[config.mk]
export PLATFORM = sky130hd
export DESIGN_NAME = prim_slice_packer
export DESIGN_NICKNAME = d
export VERILOG_FILES = /design/src/rtl/prim_slice_packer.sv
export SDC_FILE = /design/constraint.sdc
export NUM_CORES = 1
export LEC_CHECK = 0
export ABC_AREA = 0
export BUFFER_PORTS_ARGS = -buffer_cell sky130_fd_sc_hd__buf_2
export CAP_MARGIN = 20
export CORE_MARGIN = 8
export CORE_UTILIZATION = 56
export CTS_CLUSTER_DIAMETER = 50
export DETAILED_ROUTE_END_ITERATION = 8
export PLACE_DENSITY = 0.91
export SLEW_MARGIN = 20
export SYNTH_ARGS = -nofsm -noshare
export SYNTH_HDL_FRONTEND = slang
export SYNTH_SLANG_ARGS = --single-unit
export TNS_END_PERCENT = 100
[constraint.sdc]
create_clock -name clk_i -period 4.5 [get_ports clk_i]
set_input_delay 0.9 -clock clk_i [delete_from_list [all_inputs] [get_ports clk_i]]
set_output_delay 0.9 -clock clk_i [all_outputs]
set_load 0.005 [all_outputs]
[src/rtl/prim_slice_packer.sv]
// prim_slice_packer: assembles a stream of InW-bit chunks, least-significant
// chunk first, into one OutW-bit word. Unwritten upper bits read as zero.
// Optional feature macro: PRIM_SLICE_PACKER_LAST_EN. When it is defined,
// last_i closes a word early and last_o reports it. When it is undefined,
// last_i is ignored and last_o is 0.
module prim_slice_packer #(
  parameter int unsigned InW  = 8,
  parameter int unsigned OutW = 64
) (
  input  logic            clk_i,
  input  logic            rst_ni,
  input  logic            valid_i,
  output logic            ready_o,
  input  logic [InW-1:0]  data_i,
  input  logic            last_i,
  output logic            valid_o,
  input  logic            ready_i,
  output logic [OutW-1:0] data_o,
  output logic            last_o
);

  localparam int unsigned NumChunks = (OutW + InW - 1) / InW;
  localparam int unsigned CntW      = $clog2(NumChunks + 1);
  localparam int unsigned BufW      = NumChunks * InW;

`ifdef PRIM_SLICE_PACKER_LAST_EN
  localparam bit LastEn = 1'b1;
`else
  localparam bit LastEn = 1'b0;
`endif

  typedef enum logic {
    FILL = 1'b0,
    HOLD = 1'b1
  } state_e;

  state_e          state_q, state_d;
  logic [BufW-1:0] buf_q, buf_d;
  logic [CntW-1:0] cnt_q, cnt_d, cnt;
  logic            last_q, last_d;
  logic            valid_q;
  logic            acc;
  logic            clear;
  logic            close;
  logic            unused_buf;

  assign valid_q = (state_q == HOLD);

  // ready_o depends only on the held word and ready_i, never on valid_i
  assign ready_o = !valid_q || ready_i;
  assign acc     = valid_i && ready_o;
  assign clear   = valid_q && ready_i;

  assign valid_o = valid_q;
  assign data_o  = buf_q[OutW-1:0];
  assign last_o  = LastEn ? last_q : 1'b0;

  // Bits of the final chunk above OutW are stored but never read
  assign unused_buf = ^buf_q;

  // State register; reset discards any partial or held word
  always_ff @(posedge clk_i or negedge rst_ni) begin
    if (!rst_ni) begin
      state_q <= FILL;
      buf_q   <= '0;
      cnt_q   <= '0;
      last_q  <= 1'b0;
    end else begin
      state_q <= state_d;
      buf_q   <= buf_d;
      cnt_q   <= cnt_d;
      last_q  <= last_d;
    end
  end

  // Next state: output handshake clears the buffer, then an accept writes into it
  always_comb begin
    state_d = state_q;
    buf_d   = buf_q;
    cnt_d   = cnt_q;
    last_d  = last_q;
    cnt     = cnt_q;
    close   = 1'b0;

    if (clear) begin
      state_d = FILL;
      buf_d   = '0;
      cnt     = '0;
      cnt_d   = '0;
      last_d  = 1'b0;
    end

    if (acc) begin
      for (int unsigned i = 0; i < NumChunks; i++) begin
        if (cnt == CntW'(i)) begin
          buf_d[i*InW +: InW] = data_i;
        end
      end
      close = (cnt == CntW'(NumChunks - 1)) || (LastEn && last_i);
      if (close) begin
        state_d = HOLD;
        cnt_d   = '0;
        last_d  = LastEn && last_i;
      end else begin
        state_d = FILL;
        cnt_d   = cnt + CntW'(1);
      end
    end
  end

  // Parameter sanity: a chunk may not be wider than the word
  always_comb begin
    ValidWidth_A: assert (InW <= OutW);
  end

  // A stalled word must stay put until the downstream takes it
  DataStable_A: assert property (@(posedge clk_i) disable iff (!rst_ni)
    (valid_o && !ready_i) |=> (valid_o && $stable(data_o) && $stable(last_o)));

endmodule
==> results.json <==
{
  "cts.clk_slew.worst_paths_ns": 0.07,
  "wl_per_cell_um": 19.9,
  "holdPathEnd": "data_o[23]$_DFF_PN0_",
  "timing.rr.end": "data_o[5]$_DFF_PN0_",
  "drtAntennaViolNets": 0,
  "start_util_pct": 58.4,
  "synth_nets": 291,
  "grt_max_degree": 47,
  "min_from": "data_o[23]$_DFF_PN0_",
  "synth_top_area_cell": "dfrtp_1",
  "drc": 0,
  "avgSynthCellArea_um2": 11.0,
  "final-hold-violation-count": 0,
  "grt_pass1_vias": 2452,
  "crit_required_ns": 4.74,
  "seq_area_frac_synth_pct": 57.5,
  "fin_ws_ns": 1.72,
  "fillerInstances": 399,
  "post_cts_resize_count": 0,
  "fp.dieW_um": 89.2,
  "post-route-util_pct": 69.3,
  "cts.sinks": 69,
  "ys_ff_latch": 69,
  "crit_arrival_ns": 3.02,
  "finClkSkew_ns": 0.0120,
  "yosysUniqueCellTypes": 31,
  "r2r_cells": 5,
  "synth_area_mm2": 0.00300,
  "fmax_ghz": 0.360,
  "tritoncts": "done",
  "drv_cap": 0,
  "cp_max_fo": 18,
  "clk_latency_ns": 0.36,
  "multi_input_area_mm2": 0.00107,
  "seqCellArea_mm2": 0.00173,
  "relSlewSlack_pct": 55.9,
  "core_mm2": 0.00514,
  "drt_iter0_markers": 252,
  "pin_count": 80,
  "synth_top_area_share_pct": 57.5,
  "synth_area_leaders": "dfrtp_1 (58%), a32o_1 (8.0%), nand3_1 (5.3%)",
  "rows": 26,
  "cp-start-kind": "input port",
  "power_density_mw_per_mm2": 732,
  "min_path_cells": 1,
  "cpMostUsedCell": "nand2_1",
  "drive_above_1_share_pct": 29.4,
  "clockBufferDepth": 2,
  "vdd_drop_max_mv": 0.445,
  "cts-buffers-inserted": 9,
  "hold_buffers": 0,
  "overflow": 0,
  "cts_max_level": 3,
  "dr.pass1.iters": 5,
  "cp_cell_sequence": "buf_2 > nand2_1 > nand2_1 > inv_1 > ha_1 > a21oi_1 > a32o_1",
  "worst_pin_slew_ns": 0.661,
  "status": "finished clean",
  "rsz0062_at_grt": "no",
  "hold_path.class": "reg -> reg",
  "fin_setup_tns_ns": 0,
  "fin_crit_ns": 2.78,
  "root_buffer": "clkbuf_8",
  "post_cts_buffers": 0,
  "timing.final.crit_share_pct": 61.8,
  "synth_edf_count": 0,
  "antenna_found_initial": 0,
  "totalWireLength_um": 8090,
  "portBuffers": 77,
  "grt_pass1_wl_um": 12800,
  "cpMaxStageDelayCell": "ha_1",
  "totalPowerFinal_mw": 2.61,
  "vias_per_cell": 6.15,
  "die_y_um": 89.2,
  "antennaDiodeCount": 0,
  "gp_congestion": 0.864,
  "setup_viol": 0,
  "synth_cells": 274,
  "critical_path.endpoint_type": "flip-flop",
  "synth_flop_cell": "dfrtp_1",
  "whs_ns": 0.490,
  "grt_usage_pct": 21.6,
  "synth_warnings": 0,
  "vias": 2503,
  "path_class": "in -> reg",
  "rr_startpoint": "valid_o$_DFFE_PN0P_",
  "critical-path-max-stage-delay_ns": 0.57,
  "area_delta_synth_final_pct": 18.7,
  "die_area_mm2": 0.00796,
  "slew_violations": 0,
  "r2r_setup_slack_ns": 1.79,
  "hpwl_um": 5400,
  "place_worst_setup_slack_ns": 1.44,
  "ys_async_sr_fraction_pct": 100,
  "nets": 349,
  "power.leakage_nw": 1.76
}
## worst max-delay path: cells and delay by family
kind	cells	cell delay [ns]
adders and majority gates	1	0.57
AOI/OAI and AO/OA	2	0.65
and+or+nand+nor	2	0.61
buffers and inverters	2	0.27
## state kept, by name, summed over array words and instances (netlist names)
name     count
cnt_q        4
valid_o      1
data_o      64
## stage by stage
step | cells | instance area [um2]
6_report | 407 | 3560
5_1_grt | 407 | 3560
4_1_cts | 407 | 3560
3_5_place_dp | 391 | 3300
3_3_place_gp | 391 | 3300
2_1_floorplan | 274 | 3000
## metal layers
layer  vias to the layer above  wire [um]  track usage, %
li1                       1096          -               -
met1                      1231       3110            26.3
met2                       143       3810            33.7
met3                        33        880            6.80
met4                         0        298            11.5
met5                         -          0               0
## area by class of cell
class / instances / area share, %
Clock inverter: 5 / 2.99
Inverter: 3 / 0.316
Sequential cell: 69 / 48.5
Clock buffer: 11 / 4.25
Multi-Input combinational cell: 169 / 30.0
Timing Repair Buffer: 80 / 11.5
Tap cell: 70 / 2.46
## placed cells by master (no fill, tap or decap), drive strengths merged, types with 2 or more instances in the layout
master	n
nand3b	2
and2	6
nand2	35
bufinv	3
dfrtp	69
inv	3
ha	4
buf	80
o21ai	35
clkbuf	11
nand3	32
a32o	24
mux2i	3
a21oi	7
a22o	9
## report_power, final
part	switching (mW)	leakage, nW	total, mW	internal [mW]
Clock	0.239	0.126	0.638	0.399
Sequential	0.163	0.898	1.03	0.866
Combinational	0.538	0.740	0.940	0.402
Total	0.940	1.76	2.61	1.67
## cells in the mapped netlist, types with 2 or more instances
cell and number:
dfrtp_1 69, nand2_1 35, nand3_1 32, a32o_1 24
o21ai_0 19, o21ai_1 16, clkbuf_1 10, a22o_1 9
buf_1 8, buf_6 8, a21oi_1 7, buf_2 6
and2_1 5, ha_1 4, inv_1 3, mux2i_1 3
nand3b_1 2
## kinds of logic after synthesis
group | synth area share (%)
muxes | 1.00
DFF | 57.5
AOI/OAI and AO/OA | 18.7
xor gates and xnor gates | 0.292
adders and majority gates | 1.67
and+or+nand+nor | 13.8
other | 0.125
buffers and inverters | 6.88
## worst max path at each step
| stage | endpoint | from | cells past startpoint | slack [ns] |
|---|---|---|---|---|
| finish | data_o[15]$_DFF_PN0_ | ready_i | 7 | 1.72 |
| global route | data_o[13]$_DFF_PN0_ | ready_i | 7 | 1.56 |
| CTS | data_o[10]$_DFF_PN0_ | ready_i | 7 | 1.78 |
| detailed placement | data_o[17]$_DFF_PN0_ | ready_i | 7 | 1.44 |
| global placement | data_o[18]$_DFF_PN0_ | ready_i | 7 | 1.47 |
| floorplan | data_o[14]$_DFF_PN0_ | ready_i | 9 | 1.92 |
(Power assumes the default switching activity.)
